<file path="src/rtl/riscv_pkg.sv">
// Shared types and constants for the RV32I front end.
package riscv_pkg;
    localparam int XLEN = 32;
    localparam logic [XLEN-1:0] NOP_INSTR = 32'h0000_0013;

    typedef enum logic [1:0] {
        BOOT  = 2'd0,
        RUN   = 2'd1,
        FAULT = 2'd2
    } fetch_state_t;

    function automatic logic is_misaligned(input logic [XLEN-1:0] addr);
        return addr[1:0] != 2'b00;
    endfunction
endpackage

</file>
<file path="src/rtl/if_id_reg.sv">
// IF/ID pipeline register: flush beats load, otherwise hold.
module if_id_reg #(
    parameter logic [31:0] NOP_INSTR = 32'h0000_0013
) (
    input  logic        clk,
    input  logic        reset,
    input  logic        i_load,
    input  logic        i_flush,
    input  logic [31:0] i_pc,
    input  logic [31:0] i_instr,
    output logic        o_valid,
    output logic [31:0] o_pc,
    output logic [31:0] o_pc_plus4,
    output logic [31:0] o_instr
);
    logic        r_valid;
    logic [31:0] r_pc;
    logic [31:0] r_pc_plus4;
    logic [31:0] r_instr;

    always_ff @(posedge clk or posedge reset) begin
        if (reset) begin
            r_valid    <= 1'b0;
            r_pc       <= 32'd0;
            r_pc_plus4 <= 32'd0;
            r_instr    <= NOP_INSTR;
        end else if (i_flush) begin
            // Address fields keep their last value; only validity and the word are scrubbed.
            r_valid <= 1'b0;
            r_instr <= NOP_INSTR;
        end else if (i_load) begin
            r_valid    <= 1'b1;
            r_pc       <= i_pc;
            r_pc_plus4 <= i_pc + 32'd4;
            r_instr    <= i_instr;
        end
    end

    assign o_valid    = r_valid;
    assign o_pc       = r_pc;
    assign o_pc_plus4 = r_pc_plus4;
    assign o_instr    = r_instr;
endmodule

</file>
<file path="src/rtl/fetch_unit.sv">
// Instruction fetch: PC, boot/run/fault sequencing, delivery counter and IF/ID capture.
module fetch_unit #(
    parameter logic [31:0] RESET_PC  = 32'h0000_0000,
    parameter logic [31:0] NOP_INSTR = 32'h0000_0013
) (
    input  logic        clk,
    input  logic        reset,
    output logic [31:0] imem_addr,
    input  logic [31:0] imem_data,
    input  logic        stall,
    input  logic        redirect_en,
    input  logic [31:0] redirect_pc,
    output logic        id_valid,
    output logic [31:0] id_pc,
    output logic [31:0] id_pc_plus4,
    output logic [31:0] id_instr,
    output logic        fault,
    output logic [31:0] fault_pc,
    output logic [31:0] fetch_count
);
    import riscv_pkg::*;

    fetch_state_t    r_state;
    fetch_state_t    w_state_next;
    logic [XLEN-1:0] r_pc;
    logic [XLEN-1:0] w_pc_next;
    logic            r_fault;
    logic [XLEN-1:0] r_fault_pc;
    logic [XLEN-1:0] r_fetch_count;
    logic            w_load;
    logic            w_flush;
    logic            w_fault_set;

    always_comb begin
        w_state_next = r_state;
        w_pc_next    = r_pc;
        w_load       = 1'b0;
        w_flush      = 1'b0;
        w_fault_set  = 1'b0;
        case (r_state)
            BOOT: w_state_next = RUN;
            RUN: begin
                if (redirect_en && is_misaligned(redirect_pc)) begin
                    w_state_next = FAULT;
                    w_flush      = 1'b1;
                    w_fault_set  = 1'b1;
                end else if (redirect_en) begin
                    w_pc_next = redirect_pc;
                    w_flush   = 1'b1;
                end else if (!stall) begin
                    w_load    = 1'b1;
                    w_pc_next = r_pc + 32'd4;
                end
            end
            FAULT: w_state_next = FAULT;
            default: w_state_next = BOOT;
        endcase
    end

    always_ff @(posedge clk or posedge reset) begin
        if (reset) begin
            r_state       <= BOOT;
            r_pc          <= RESET_PC;
            r_fault       <= 1'b0;
            r_fault_pc    <= '0;
            r_fetch_count <= '0;
        end else begin
            r_state <= w_state_next;
            r_pc    <= w_pc_next;
            if (w_fault_set) begin
                r_fault    <= 1'b1;
                r_fault_pc <= redirect_pc;
            end
            if (w_load) begin
                r_fetch_count <= r_fetch_count + 32'd1;
            end
        end
    end

    if_id_reg #(
        .NOP_INSTR(NOP_INSTR)
    ) u_if_id (
        .clk       (clk),
        .reset     (reset),
        .i_load    (w_load),
        .i_flush   (w_flush),
        .i_pc      (r_pc),
        .i_instr   (imem_data),
        .o_valid   (id_valid),
        .o_pc      (id_pc),
        .o_pc_plus4(id_pc_plus4),
        .o_instr   (id_instr)
    );

    assign imem_addr   = r_pc;
    assign fault       = r_fault;
    assign fault_pc    = r_fault_pc;
    assign fetch_count = r_fetch_count;
endmodule
</file>
<file path="config.mk">
export PLATFORM = sky130hd
export DESIGN_NAME = fetch_unit
export DESIGN_NICKNAME = d
export VERILOG_FILES = /design/src/rtl/riscv_pkg.sv /design/src/rtl/if_id_reg.sv /design/src/rtl/fetch_unit.sv
export SDC_FILE = /design/constraint.sdc
export NUM_CORES = 1
export LEC_CHECK = 0
export CAP_MARGIN = 25
export CORE_MARGIN = 2
export CORE_UTILIZATION = 51
export DETAILED_ROUTE_END_ITERATION = 6
export GPL_TIMING_DRIVEN = 0
export PLACE_DENSITY = 0.87
export SYNTH_ARGS = -nofsm -noshare
export SYNTH_HDL_FRONTEND = slang
export SYNTH_SLANG_ARGS = --single-unit
</file>
<file path="constraint.sdc">
create_clock -name clk -period 13.55 [get_ports clk]
set_input_delay 2.71 -clock clk [delete_from_list [all_inputs] [get_ports clk]]
set_output_delay 2.71 -clock clk [all_outputs]
set_load 0.02 [all_outputs]
</file>
==> impl_metrics.env <==
export IMPL_die_x_um=134
export IMPL_grt_pass1_wl_mm=40.0
export IMPL_syn_nets=933
export IMPL_drt_iter0_drc=706
export IMPL_drt_wl_total_mm=25.3
export IMPL_io_pins=262
export IMPL_drive_above_1_share_pct=7.20
export IMPL_synthTopCellsByArea="dfrtp_1, nand2_1, mux2_2, nand3_1, xnor2_1"
export IMPL_ys_seq_area_share_pct=56.6
export IMPL_cts_root_buf="clkbuf_16"
export IMPL_grt_setup_unrepaired="false"
export IMPL_crit_top_cell="clkbuf_1"
export IMPL_synth_top_area_cell="dfrtp_1"
export IMPL_initial_core_util_pct=51.9
export IMPL_netlist_area_leader_share_pct=55.7
export IMPL_worstPathCellList="clkdlybuf4s50_1 > inv_1 > nand3_1 > clkbuf_1 > clkbuf_1 > clkbuf_1 > o21ai_0"
export IMPL_hold_buffers=0
export IMPL_sw_frac_of_total_pct=37.9
export IMPL_max_slew_margin_pct=52.6
export IMPL_drtPass1Iterations=6
export IMPL_cts_buffers=17
export IMPL_syn_area_um2=8580
export IMPL_grt_overflow=0
export IMPL_hold_path_class="flip-flop to flip-flop"
export IMPL_gp_congestion=0.895
export IMPL_slew_violations=0
export IMPL_tightest_slew_ns=0.709
export IMPL_syn_area_per_cell_um2=9.97
export IMPL_critPathArrivalTime_ns=5.32
export IMPL_fin_setup_tns_ns=0
export IMPL_synth_seq_cells=194
export IMPL_yosys_cell_count_top_type="nand2_1"
export IMPL_clk_path_buf_depth=2
export IMPL_p_comb_share_pct=43.9
export IMPL_ant_nets=0
export IMPL_antenna_cells=0
export IMPL_syn_inst=861
export IMPL_dieArea_um2=17900
export IMPL_clkPwrFrac_pct=20.1
export IMPL_synth_edf_count=0
export IMPL_post_cts_buffers=0
export IMPL_fmax_mhz=198
export IMPL_synth_warnings=0
export IMPL_power_switching_mw=0.995
export IMPL_fin_crit_ns=5.05
export IMPL_post_cts_resized=0
export IMPL_io_buffers=260
export IMPL_seq_power_share_pct=35.9
export IMPL_place_detailed_hpwl_mm=18.5
export IMPL_holdWs_ns=0.467
export IMPL_cp_slowest_cell="clkdlybuf4s50_1"
export IMPL_cap_violations=0
export IMPL_status="finished, final reports clean"
export IMPL_drc_errors=0
export IMPL_async_reset_ff_share_pct=100
export IMPL_vias=7597
export IMPL_areaGrowthSynthToFinish_pct=41.1
export IMPL_period_share_pct=37.3
export IMPL_power_leakage_nw=5.39
export IMPL_grt_pass1_vias=7467
export IMPL_antenna_found_initial=0
export IMPL_startpoint_type="primary input"
export IMPL_clk_latency_ns=0.43
export IMPL_ir_drop_mv=0.153
export IMPL_cpPeakStageDelay_ns=0.60
export IMPL_htreeDepth=4
export IMPL_vias_per_cell=5.53
export IMPL_synthTopCellsByCount="nand2_1, dfrtp_1, nand3_1, o21ai_0, clkbuf_1"
export IMPL_netlist_cell_type_count=54
export IMPL_fin_skew_ns=0.00955
export IMPL_grtUsageTotal_pct=28.9
export IMPL_num_rows=47
export IMPL_cp_required_ns=13.82
export IMPL_cts_sinks=194
export IMPL_coreArea_um2=16500
export IMPL_endpoint_kind="flip-flop"
export IMPL_path_max_fanout=10
export IMPL_die_h_um=134
export IMPL_setup_viol=0
export IMPL_wl_per_cell_um=18.4
export IMPL_path_class="primary input to flip-flop"
export IMPL_powerDensity_nw_per_um2=217
export IMPL_fin_nets=1213
export IMPL_clkTransAtPathRegs_ns=0.06
export IMPL_ys_flop_type="dfrtp_1"
export IMPL_grt_max_degree=133
export IMPL_hold_violations=0
export IMPL_cts_tree="built"
export IMPL_p_int_mw=1.63
state kept, by name (all words and copies together), names as in the netlist:
register            count
u_if_id.o_instr        32
r_state                 2
u_if_id.o_pc_plus4     32
u_if_id.o_valid         1
fetch_count            32
imem_addr              32
u_if_id.o_pc           30
fault_pc               32
fault                   1
layout by cell type (no fill, tap or decap), types with 26 or more instances in the layout:
master,synthesis,layout
xnor2_1,29,29
clkdlybuf4s50_1,0,260
nand3_1,67,67
mux2_2,30,30
clkbuf_1,42,45
nand2_1,233,233
dfrtp_1,191,191
o21ai_0,49,49
nor2_1,26,26
xor2_1,28,28
routing by layer:
metal / part of all wire, % / vias up / global-route usage, %
met5: 0 / - / 0
met4: 4.0 / 0 / 13.8
met3: 8.2 / 76 / 7.34
met2: 47 / 401 / 45.4
met1: 40 / 3637 / 37.8
li1: - / 3483 / -
path summary, 6_finish.rpt:
path                                  from  slack, ns            endpoint  cells past startpoint
max                                  stall       8.50     u_if_id.o_pc[7]                      7
min reg2reg                fetch_count[31]       0.47     fetch_count[31]                      1
max in group asynchronous            reset       9.80    u_if_id.o_pc[25]                      3
min in group asynchronous            reset       2.72  u_if_id.o_instr[8]                      2
min                        fetch_count[31]       0.47     fetch_count[31]                      1
max reg2reg                     r_state[0]      10.73     u_if_id.o_pc[7]                      7
power by group through the flow:
stage	registers [mW]	clock network, mW	logic (mW)
after floorplan	1.18	0	0.333
after global placement	0.938	0	1.12
after detailed placement	0.951	0	1.15
after CTS	0.941	0.536	1.16
after global routing	0.970	0.561	1.22
final	0.943	0.529	1.15
critical path, delay by kind of cell:
kind | cells | cell delay [ns]
AND/OR/NAND/NOR | 1 | 0.24
buffers and inverters | 5 | 2.19
AO/OA/AOI/OAI | 1 | 0.18
metrics by stage:
step | utilization [%] | instance area [µm²] | worst slack (ns) | instances | power (mW)
after CTS | 73.3 | 12100 | 8.59 | 1373 | 2.63
after detailed placement | 69.6 | 11500 | 8.13 | 1342 | 2.10
final | 73.3 | 12100 | 8.50 | 1373 | 2.62
after floorplan | - | 8580 | 5.56 | 861 | 1.51
after global placement | 69.3 | 11500 | 3.10 | 1341 | 2.06
after global routing | 73.3 | 12100 | 8.41 | 1373 | 2.76
final cells by class:
| class | instances | area (µm²) |
|---|---|---|
| well taps | 220 | 275 |
| plain buffers | 53 | 231 |
| clock buffers | 22 | 464 |
| inverters | 13 | 56.3 |
| fillers | 1168 | 4410 |
| flip-flops and latches | 194 | 4860 |
| multi-input cells | 601 | 3440 |
| clock inverters | 9 | 153 |
| repair buffers | 261 | 2630 |
cells by family after synthesis:
group	synth area share, %
mux	4.05
flops	56.6
xor+xnor	5.82
buf+inv	3.27
fa+ha+maj	0.583
compound gates	7.50
simple gates	22.2
Note: power is estimated with default switching activity, not from simulation.
